$ cat config.mk
export PLATFORM = sky130hd
export DESIGN_NAME = mem_writeback_stage
export DESIGN_NICKNAME = d
export VERILOG_FILES = /design/src/rtl/mem_writeback_stage.sv
export SDC_FILE = /design/constraint.sdc
export NUM_CORES = 1
export LEC_CHECK = 0
export CAP_MARGIN = 0
export CORE_ASPECT_RATIO = 0.75
export CORE_MARGIN = 2
export CORE_UTILIZATION = 36
export DETAILED_ROUTE_END_ITERATION = 12
export PLACE_DENSITY = 0.71
export SYNTH_ARGS = -nofsm -noshare
export SYNTH_HDL_FRONTEND = slang
export SYNTH_SLANG_ARGS = --single-unit
$ cat constraint.sdc
create_clock -name clk -period 5.4 [get_ports clk]
set_input_delay 0.81 -clock clk [delete_from_list [all_inputs] [get_ports clk]]
set_output_delay 0.81 -clock clk [all_outputs]
set_load 0.01 [all_outputs]
$ cat src/rtl/mem_writeback_stage.sv
// mem_writeback_stage: RV32I memory-access / write-back stage with req/ack data-RAM port,
// load lane formatting, misalignment detection and ack timeout.
module mem_writeback_stage #(
    parameter int ADDR_W  = 10,
    parameter int TIMEOUT = 16
) (
    input  logic              clk,
    input  logic              Reset,
    input  logic              ex_valid,
    output logic              ex_ready,
    input  logic              ex_is_load,
    input  logic              ex_is_store,
    input  logic              ex_reg_write,
    input  logic [4:0]        ex_rd,
    input  logic [2:0]        ex_funct3,
    input  logic [31:0]       ex_result,
    input  logic [31:0]       ex_store_data,
    output logic              mem_req,
    output logic              mem_we,
    output logic [ADDR_W-1:0] mem_addr,
    output logic [31:0]       mem_wdata,
    output logic [3:0]        mem_wstrb,
    input  logic              mem_ack,
    input  logic [31:0]       mem_rdata,
    output logic              rf_we,
    output logic [4:0]        rf_waddr,
    output logic [31:0]       rf_wdata,
    output logic              misalign_err,
    output logic              bus_err
);
    localparam logic [0:0] IDLE = 1'b0;
    localparam logic [0:0] MEM  = 1'b1;
    localparam int         CW   = $clog2(TIMEOUT);

    logic [0:0]    r_state;
    logic [CW-1:0] r_cnt;
    logic [4:0]    r_rd;
    logic [2:0]    r_funct3;
    logic [1:0]    r_off;
    logic          r_is_load;

    logic        w_accept;
    logic        w_is_mem;
    logic        w_f3_ok;
    logic        w_align_ok;
    logic        w_mem_ok;
    logic [31:0] w_st_data;
    logic [3:0]  w_st_strb;
    logic [31:0] w_shift;
    logic [31:0] w_load;
    logic        w_timeout;

    assign ex_ready = (r_state == IDLE) & ~Reset;

    always_comb begin
        w_accept   = ex_valid & ex_ready;
        w_is_mem   = ex_is_load | ex_is_store;
        w_f3_ok    = (ex_is_load & ex_is_store) ? 1'b0 :
                     ex_is_store ? (ex_funct3 inside {3'b000, 3'b001, 3'b010}) :
                                   (ex_funct3 inside {3'b000, 3'b001, 3'b010, 3'b100, 3'b101});
        w_align_ok = (ex_funct3[1:0] == 2'b01) ? ~ex_result[0] :
                     (ex_funct3[1:0] == 2'b10) ? (ex_result[1:0] == 2'b00) : 1'b1;
        w_mem_ok   = w_f3_ok & w_align_ok;
        w_st_data  = (ex_funct3[1:0] == 2'b00) ? {4{ex_store_data[7:0]}} :
                     (ex_funct3[1:0] == 2'b01) ? {2{ex_store_data[15:0]}} : ex_store_data;
        w_st_strb  = (ex_funct3[1:0] == 2'b00) ? 4'b0001 << ex_result[1:0] :
                     (ex_funct3[1:0] == 2'b01) ? 4'b0011 << ex_result[1:0] : 4'b1111;
        // Bring the addressed lane down to bit 0 before sign/zero extension.
        w_shift    = mem_rdata >> {r_off, 3'b000};
        w_load     = (r_funct3 == 3'b000) ? {{24{w_shift[7]}}, w_shift[7:0]} :
                     (r_funct3 == 3'b001) ? {{16{w_shift[15]}}, w_shift[15:0]} :
                     (r_funct3 == 3'b100) ? {24'd0, w_shift[7:0]} :
                     (r_funct3 == 3'b101) ? {16'd0, w_shift[15:0]} : mem_rdata;
        w_timeout  = (r_cnt == CW'(TIMEOUT - 1));
    end

    always_ff @(posedge clk) begin
        if (Reset) begin
            r_state      <= IDLE;
            r_cnt        <= '0;
            r_rd         <= '0;
            r_funct3     <= '0;
            r_off        <= '0;
            r_is_load    <= 1'b0;
            mem_req      <= 1'b0;
            mem_we       <= 1'b0;
            mem_addr     <= '0;
            mem_wdata    <= '0;
            mem_wstrb    <= '0;
            rf_we        <= 1'b0;
            rf_waddr     <= '0;
            rf_wdata     <= '0;
            misalign_err <= 1'b0;
            bus_err      <= 1'b0;
        end else begin
            rf_we        <= 1'b0;
            misalign_err <= 1'b0;
            bus_err      <= 1'b0;
            if (r_state == IDLE) begin
                if (w_accept && !w_is_mem) begin
                    if (ex_reg_write && ex_rd != 5'd0) begin
                        rf_we    <= 1'b1;
                        rf_waddr <= ex_rd;
                        rf_wdata <= ex_result;
                    end
                end else if (w_accept && !w_mem_ok) begin
                    misalign_err <= 1'b1;
                end else if (w_accept) begin
                    r_rd      <= ex_rd;
                    r_funct3  <= ex_funct3;
                    r_off     <= ex_result[1:0];
                    r_is_load <= ex_is_load;
                    r_cnt     <= '0;
                    r_state   <= MEM;
                    mem_req   <= 1'b1;
                    mem_we    <= ex_is_store;
                    mem_addr  <= ex_result[ADDR_W+1:2];
                    mem_wdata <= w_st_data;
                    mem_wstrb <= ex_is_store ? w_st_strb : 4'b0000;
                end
            end else if (mem_ack) begin
                mem_req <= 1'b0;
                r_state <= IDLE;
                if (r_is_load && r_rd != 5'd0) begin
                    rf_we    <= 1'b1;
                    rf_waddr <= r_rd;
                    rf_wdata <= w_load;
                end
            end else if (w_timeout) begin
                mem_req <= 1'b0;
                bus_err <= 1'b1;
                r_state <= IDLE;
            end else begin
                r_cnt <= r_cnt + 1'b1;
            end
        end
    end
endmodule

After elaboration in Yosys (flattened, before gate mapping):

Index checks and enable logic that the tools add are counted.
Widths: inputs -> output; s select.

* bits in writable memories: 0
* memories kept: 0
* bits in read-only memories: 0
* input bits: 111
* latch bits: 0
* register bits: 104

* $add $sub $neg: 1
* reduce and logical (&&, ||, !) cells: 23
* $lt $le $gt $ge: 0
* div/mod/pow operators: 0
* bitwise logic cells: 10
* eq/ne operators: 17
* shift operators: 3
* muxes and demuxes: 48
* multipliers: 0

Operators by type and width (number)
* $mux 32: 11
* $mux 4: 9
* $shr 32x5->16: 1
* $mux 5: 5
* $mux 1: 23
* $reduce_bool 5->1: 3
* $eq 3x3->1 const B: 4
* $reduce_and 4->1: 3
* $ne 2x2->1 const B: 5
* $eq 3x1->1 const B: 2
* $logic_not 3->1: 2
* $reduce_bool 2->1: 3
* $reduce_or 3->1: 2
* $not 1->1: 5
* $reduce_and 5->1: 1
* $add 4x1->4 const B: 1
* $and 1x1->1: 4
* $eq 4x4->1 const B: 1
* $logic_and 1x1->1: 4
* $logic_not 2->1: 2
* $shl 1x2->4 const A: 1
* $shl 2x2->4 const A: 1
* $eq 3x2->1 const B: 1
* $ne 3x2->1 const B: 1
* other kinds (6): 7

Logic depth before layout (Yosys ltp):

Gate-level depths: netlist (run 1).

* depth in word-level cells: 10
* mapped depth: 9
* gate-level depth less buffers: 6

Least setup slack after synthesis (run 1):

No wires, ideal clock.

* kind: input to output
* start: input Reset
* end: output ex_ready
* stages on the path: 4
* data required time: 4.590 ns
* setup slack: 2.935 ns
* arrival time: 1.655 ns
* cell sequence: clkbuf_1 > clkbuf_1 > clkbuf_1 > nor2_1

* longest elaborated chain between the ends: 2

Ends and longest elaborated chain
* start: declaration: RTL line 8 `input logic Reset,`
* $not 1->1: RTL line 53 `assign ex_ready = (r_state == IDLE) & ~Reset;`
* $and 1x1->1: RTL line 53
* end: declaration: RTL line 10 `output logic ex_ready,`

Every way passes these cells.

Worst setup path in the final report (run 1):

* start: input ex_rd[2]
* end: register rf_wdata[7]

* longest elaborated chain between the ends: 4

Ends and longest elaborated chain
* start: declaration: RTL line 14 `input logic [4:0] ex_rd,`
* $reduce_bool 5->1: RTL line 101 `if (ex_reg_write && ex_rd != 5'd0) begin`
* $logic_and 1x1->1: RTL line 101
* $reduce_bool 2->1 (no line)
* $reduce_and 4->1 (no line)
* end signal: assignment: RTL line 104 `rf_wdata <= ex_result;`
* end signal: assignment: RTL line 127 `rf_wdata <= w_load;`
* end: declaration: RTL line 27 `output logic [31:0] rf_wdata,`

Every way passes these cells.
A chain may end at the register's enable or synchronous reset.

==> flow_metrics.tcl, run 1 <==
set metrics [dict create \
    status "completed" \
    clock_sinks 104 \
    swShare_pct 23.6 \
    syn_nets 769 \
    reg2reg_from "r_state$_SDFF_PP0_" \
    finalSetupViolCount 0 \
    slew_violations 0 \
    final_antenna_net_count 0 \
    ios 200 \
    drtIter0Drc 451 \
    drcViolationCount 0 \
    worst_setup_path_end_kind "flop" \
    seq_power_share_pct 46.2 \
    yosys_warnings 0 \
    cp_cell_sequence "clkdlybuf4s50_1 > or4_1 > o211ai_2 > nand2_1 > a311oi_1" \
    fin_setup_tns_ns 0 \
    dieArea_um2 15800 \
    grtUsageTotal_pct 22.4 \
    fin_skew_ns 0.00663 \
    clk_latency_ns 0.34 \
    die_w_um 144 \
    holdBufCountCts 0 \
    clock_power_share_pct 39.5 \
    clock-root-buffer "clkbuf_16" \
    arrival_ns 3.65 \
    grt_max_degree 64 \
    total_power_mw 1.72 \
    power.density_nw_per_um2 224 \
    hold_viol 0 \
    path_delay_family "compound AO/OA/AOI/OAI gates" \
    rsz0062_at_grt "false" \
    crit_start "ex_rd[2]" \
    cts_setup_buffers 0 \
    synth_edf_count 0 \
    start_util_pct 36.8 \
    synthFlopType "dfxtp_1" \
    cts_tree "done" \
    syn_inst 653 \
    yosysMostFrequentCell "nand2_1" \
    ir_drop_mv 0.145 \
    slew_headroom_pct 22.3 \
    yosys.area.top_type "dfxtp_1" \
    grt_pass1_wl_um 27400 \
    ys_ff_latch 104 \
    crit_slowest_cell "o211ai_2" \
    switchingPower_mw 0.406 \
    die_y_um 109 \
    core_um2 14500 \
    min-delay-path-class "reg2reg" \
    combinationalPowerShare_pct 14.2 \
    start_kind "input pin" \
    final_net_count 926 \
    cts_max_level 3 \
    place_congestion 0.907 \
    synthTopCellsByArea "dfxtp_1, nand2_1, mux2i_1" \
    synth.yosys.seq_area_share_pct 39.2 \
    grt_overflow_total 0 \
    avgViaCountPerCell 5.36 \
    dpl.hpwl_um 13000 \
    hold_slack_ns 0.449 \
    synth_area_um2 5320 \
    clk_pin_slew_ns 0.07 \
    cap_violations 0 \
    p_leak_nw 2.55 \
    post-route-min-period_ns 3.39 \
    area_delta_synth_final_pct 44.4 \
    syn_avg_cell_area_um2 8.14 \
    synth_top_area_share_pct 39.2 \
    synth_common_cells "nand2_1, dfxtp_1, a21oi_1" \
    slowest_delay_ns 0.92 \
    antenna_cells 0 \
    grt_pass1_vias 4840 \
    crit_buf_inv 1 \
    cts_buffer_depth 2 \
    p_int_mw 1.31 \
    min_from "mem_wstrb[0]$_SDFFE_PP0P_" \
    post-route-period-util_pct 62.8 \
    layout-drive-gt1-share_pct 4.31 \
    cts_inserted_buffers 9 \
    max_freq_mhz 295 \
    path_class "in2reg" \
    ctsResizeCount 0 \
    row_count 38 \
    wl_um 18100 \
    drt_first_pass_iters 5 \
    wire_per_inst_um 17.9 \
    vias 5420 \
    crit_path_max_fanout 26 \
    io_buffers 199 \
    yosysUniqueCellTypes 50 \
    cp.required_ns 5.66 \
    final_core_util_pct 53.1 \
    async_flop_share_pct 0 \
    antenna_found_initial 0 \
    worst_slew_pin_slew_ns 1.16 \
]
==> cell usage in the layout, fill, tap and decap left out, types with 15 or more instances in the layout <==
master           netlist  final
clkdlybuf4s50_1        0    198
nand2_1              113    113
dfxtp_1              104    103
a21oi_1               56     56
mux2i_1               36     36
nor2_1                33     33
a211oi_1              23     23
o21ai_0               22     22
nand3_1               22     22
a221oi_1              17     17
nor2b_1               16     16
o22ai_1               16     16
inv_1                 15     15
nor3_1                15     15
==> stage by stage <==
stage / cell area, um^2 / worst slack (ns) / cells
after floorplan: 5320 / 2.93 / 653
after global placement: 7380 / 1.68 / 999
after detailed placement: 7380 / 1.70 / 999
after CTS: 7680 / 2.07 / 1012
after global routing: 7680 / 1.80 / 1012
final: 7680 / 2.01 / 1012
==> worst paths after layout <==
kind | to | slack [ns] | cells past startpoint
max | rf_wdata[7]$_SDFFE_PP0P_ | 2.01 | 5
min | mem_wstrb[0]$_SDFFE_PP0P_ | 0.45 | 2
max reg2reg | mem_wstrb[3]$_SDFFE_PP0P_ | 2.61 | 5
min reg2reg | mem_wstrb[0]$_SDFFE_PP0P_ | 0.45 | 2
==> power groups by stage <==
stage | Combinational (mW) | Clock (mW) | Sequential [mW]
floorplan | 0.0973 | 0 | 0.810
global placement | 0.242 | 0 | 0.811
detailed placement | 0.242 | 0 | 0.811
CTS | 0.243 | 0.698 | 0.793
global route | 0.264 | 0.723 | 0.795
finish | 0.244 | 0.679 | 0.794
==> state kept, by name, indices dropped and copies added, names as in the netlist <==
name	flops
mem_req	1
mem_we	1
mem_wdata	32
rf_wdata	32
misalign_err	1
mem_wstrb	4
r_off	2
r_rd	5
r_is_load	1
r_state	1
mem_addr	10
rf_waddr	5
rf_we	1
bus_err	1
r_cnt	4
r_funct3	3
==> worst reg2reg max path, stage by stage, from the launching register on <==
cell     delay (ns)
dfxtp_2        0.97
or3b_1         0.40
a221o_1        0.68
buf_4          0.41
nand2_1        0.10
a21oi_1        0.15
==> logic make-up after synthesis <==
logic type	after synthesis	synth area share, %
AO/OA/AOI/OAI	188	24.5
XOR/XNOR	2	0.330
adder cells (fa/ha/maj)	5	1.18
buffers and inverters	77	5.88
flip-flops	104	39.2
multiplexers	41	8.05
AND/OR/NAND/NOR	236	20.9
==> area by class of cell <==
| cell class | instances | area [um^2] |
|---|---|---|
| fillers | 1383 | 6780 |
| multi-input cells | 472 | 2920 |
| flip-flops and latches | 104 | 2080 |
| repair buffers | 208 | 2070 |
| well taps | 200 | 250 |
| clock buffers | 9 | 225 |
| clock inverters | 4 | 72.6 |
| inverters | 15 | 56.3 |
==> metal layers <==
metal,GRT usage [%],part of all wire [%]
met3,4.52,6.8
met4,6.52,2.1
met5,0,0
met1,35.5,51
met2,29.7,40
Power figures use the tool's default switching activity.
==> run 2: changes to the inputs <==
==> constraint.sdc (replaced) <==
create_clock -name clk -period 3.2 [get_ports clk]
set_input_delay 0.48 -clock clk [delete_from_list [all_inputs] [get_ports clk]]
set_output_delay 0.48 -clock clk [all_outputs]
set_load 0.01 [all_outputs]
==> run 2 against run 1 <==
  * Total power rose by 73%
  * Combinational power increased by 74%
  * Clock-buffer cell count increased by 3
  * First-iteration DRC count increased by 9.5%
  * Global-route usage is 0.89 points higher
  * Register-to-register slack lost 1.8 ns
  * Via count grew 3.5%
  * Highest routed layer is now met5
==> flow_metrics.tcl, run 2 (synthesized netlist as in run 1, its figures left out) <==
set metrics [dict create \
    antenna_found_initial 2 \
    die_w_um 144 \
    fin_skew_ns 0.00981 \
    grt_overflow_total 0 \
    grt_pass1_vias 5107 \
    max_freq_mhz 407 \
    clock-root-buffer "clkbuf_16" \
    final_net_count 937 \
    drtIter0Drc 494 \
    arrival_ns 2.70 \
    avgViaCountPerCell 5.47 \
    final_antenna_net_count 0 \
    cts_max_level 3 \
    cts_tree "done" \
    hold_viol 0 \
    layout-drive-gt1-share_pct 5.70 \
    cap_violations 0 \
    slew_headroom_pct 56.8 \
    core_um2 14500 \
    largestRegisters "mem_wdata x32, rf_wdata x32, mem_addr x10" \
    clock_sinks 104 \
    grtUsageTotal_pct 23.2 \
    wl_um 18600 \
    ios 200 \
    finalSetupViolCount 0 \
    path_class "in2reg" \
    grt_pass1_wl_um 28500 \
    start_kind "input pin" \
    cts_buffer_depth 2 \
    fill_cells 1356 \
    vias 5609 \
    worst_setup_path_end_kind "flop" \
    cts_inserted_buffers 9 \
    antenna_cells 0 \
    holdBufCountCts 0 \
    layout_commonest_cell "clkdlybuf4s50_1" \
    slowest_delay_ns 0.49 \
    grt_max_degree 71 \
    place_congestion 0.881 \
    dpl.hpwl_um 13500 \
    worst_slew_pin_slew_ns 0.648 \
    fin_setup_tns_ns 0 \
    crit_path_max_fanout 70 \
    clk_latency_ns 0.34 \
    ctsResizeCount 0 \
    p_leak_nw 2.62 \
    clk_pin_slew_ns 0.07 \
    die_y_um 109 \
    start_util_pct 36.8 \
    rsz0062_at_grt "false" \
    dieArea_um2 15800 \
    final_cell_count_no_fill 1025 \
    post-route-period-util_pct 76.8 \
    area_delta_synth_final_pct 46.7 \
    status "completed" \
    row_count 38 \
    power.density_nw_per_um2 381 \
    crit_slowest_cell "or3b_1" \
    cp_cell_sequence "clkdlybuf4s50_1 > inv_1 > ha_1 > or3b_1 > a221oi_4 > buf_12 > nor2_1 > a311oi_1" \
    io_buffers 199 \
    post-route-min-period_ns 2.46 \
    slew_violations 0 \
    min-delay-path-class "reg2reg" \
    ir_drop_mv 0.264 \
    cts_setup_buffers 0 \
    place_inst 1010 \
    drt_first_pass_iters 5 \
    final_cell_mix "clkdlybuf4s50_1, nand2_1, dfxtp_1" \
    drcViolationCount 0 \
    cp.required_ns 3.44 \
    wire_per_inst_um 18.1 \
]
==> run 2: cell count changes in the layout (fill, tap and decap cells not counted), sizes merged <==
cell / change
buf: +11
clkbuf: +3
clkinvlp: -1
==> run 2: final cells by class <==
cell class,count,area (um^2),share of cell area (%)
timing repair buffer,219,2160,27.8
inverter,15,56.3,0.722
clock buffer,12,256,3.29
sequential,104,2080,26.7
tap,200,250,3.21
multi-input combinational,472,2920,37.5
clock inverter,3,65.1,0.834
==> run 2: final timing paths <==
kind | startpoint | to | slack [ns] | cells past startpoint
hold reg to reg | mem_wdata[2]$_SDFFE_PP0P_ | mem_wdata[2]$_SDFFE_PP0P_ | 0.46 | 2
setup reg to reg | r_off[0]$_SDFFE_PP0P_ | rf_wdata[15]$_SDFFE_PP0P_ | 0.80 | 4
hold / removal | mem_wdata[2]$_SDFFE_PP0P_ | mem_wdata[2]$_SDFFE_PP0P_ | 0.46 | 2
setup / recovery | ex_result[1] | mem_wdata[12]$_SDFFE_PP0P_ | 0.74 | 8
==> run 2: through the flow <==
step / hold WS [ns] / power, mW / utilization [%] / setup WS (ns) / instance area (um^2)
2_1_floorplan: 0.443 / 1.53 / - / 1.12 / 5320
3_3_place_gp: 0.441 / 1.78 / 51.7 / 0.463 / 7480
3_5_place_dp: 0.446 / 1.78 / 51.7 / 0.390 / 7480
4_1_cts: 0.455 / 2.99 / 53.9 / 0.760 / 7800
5_1_grt: 0.470 / 3.08 / 53.9 / 0.562 / 7800
6_report: 0.456 / 2.97 / 53.9 / 0.743 / 7800
==> run 2: worst max-delay path, delay by kind of cell <==
kind / cells / cell delay, ns
buffers and inverters: 3 / 0.84
AND/OR/NAND/NOR: 2 / 0.56
AO/OA/AOI/OAI: 2 / 0.60
adder cells (fa/ha/maj): 1 / 0.18
==> run 2: where the power goes <==
group	internal, mW	switching, mW	total (mW)	leakage [nW]
sequential	1.32	0.0162	1.33	0.841
clock	0.724	0.486	1.21	0.159
combinational	0.230	0.194	0.424	1.62
total	2.27	0.697	2.97	2.62
==> run 2: per-layer routing <==
metal / track usage [%] / share of wire (%) / up-vias
met1: 35.8 / 49 / 2640
met2: 31.4 / 41 / 210
met3: 5.27 / 7.5 / 34
li1: - / - / 2723
met5: 0 / 0.038 / -
met4: 7.35 / 2.6 / 2
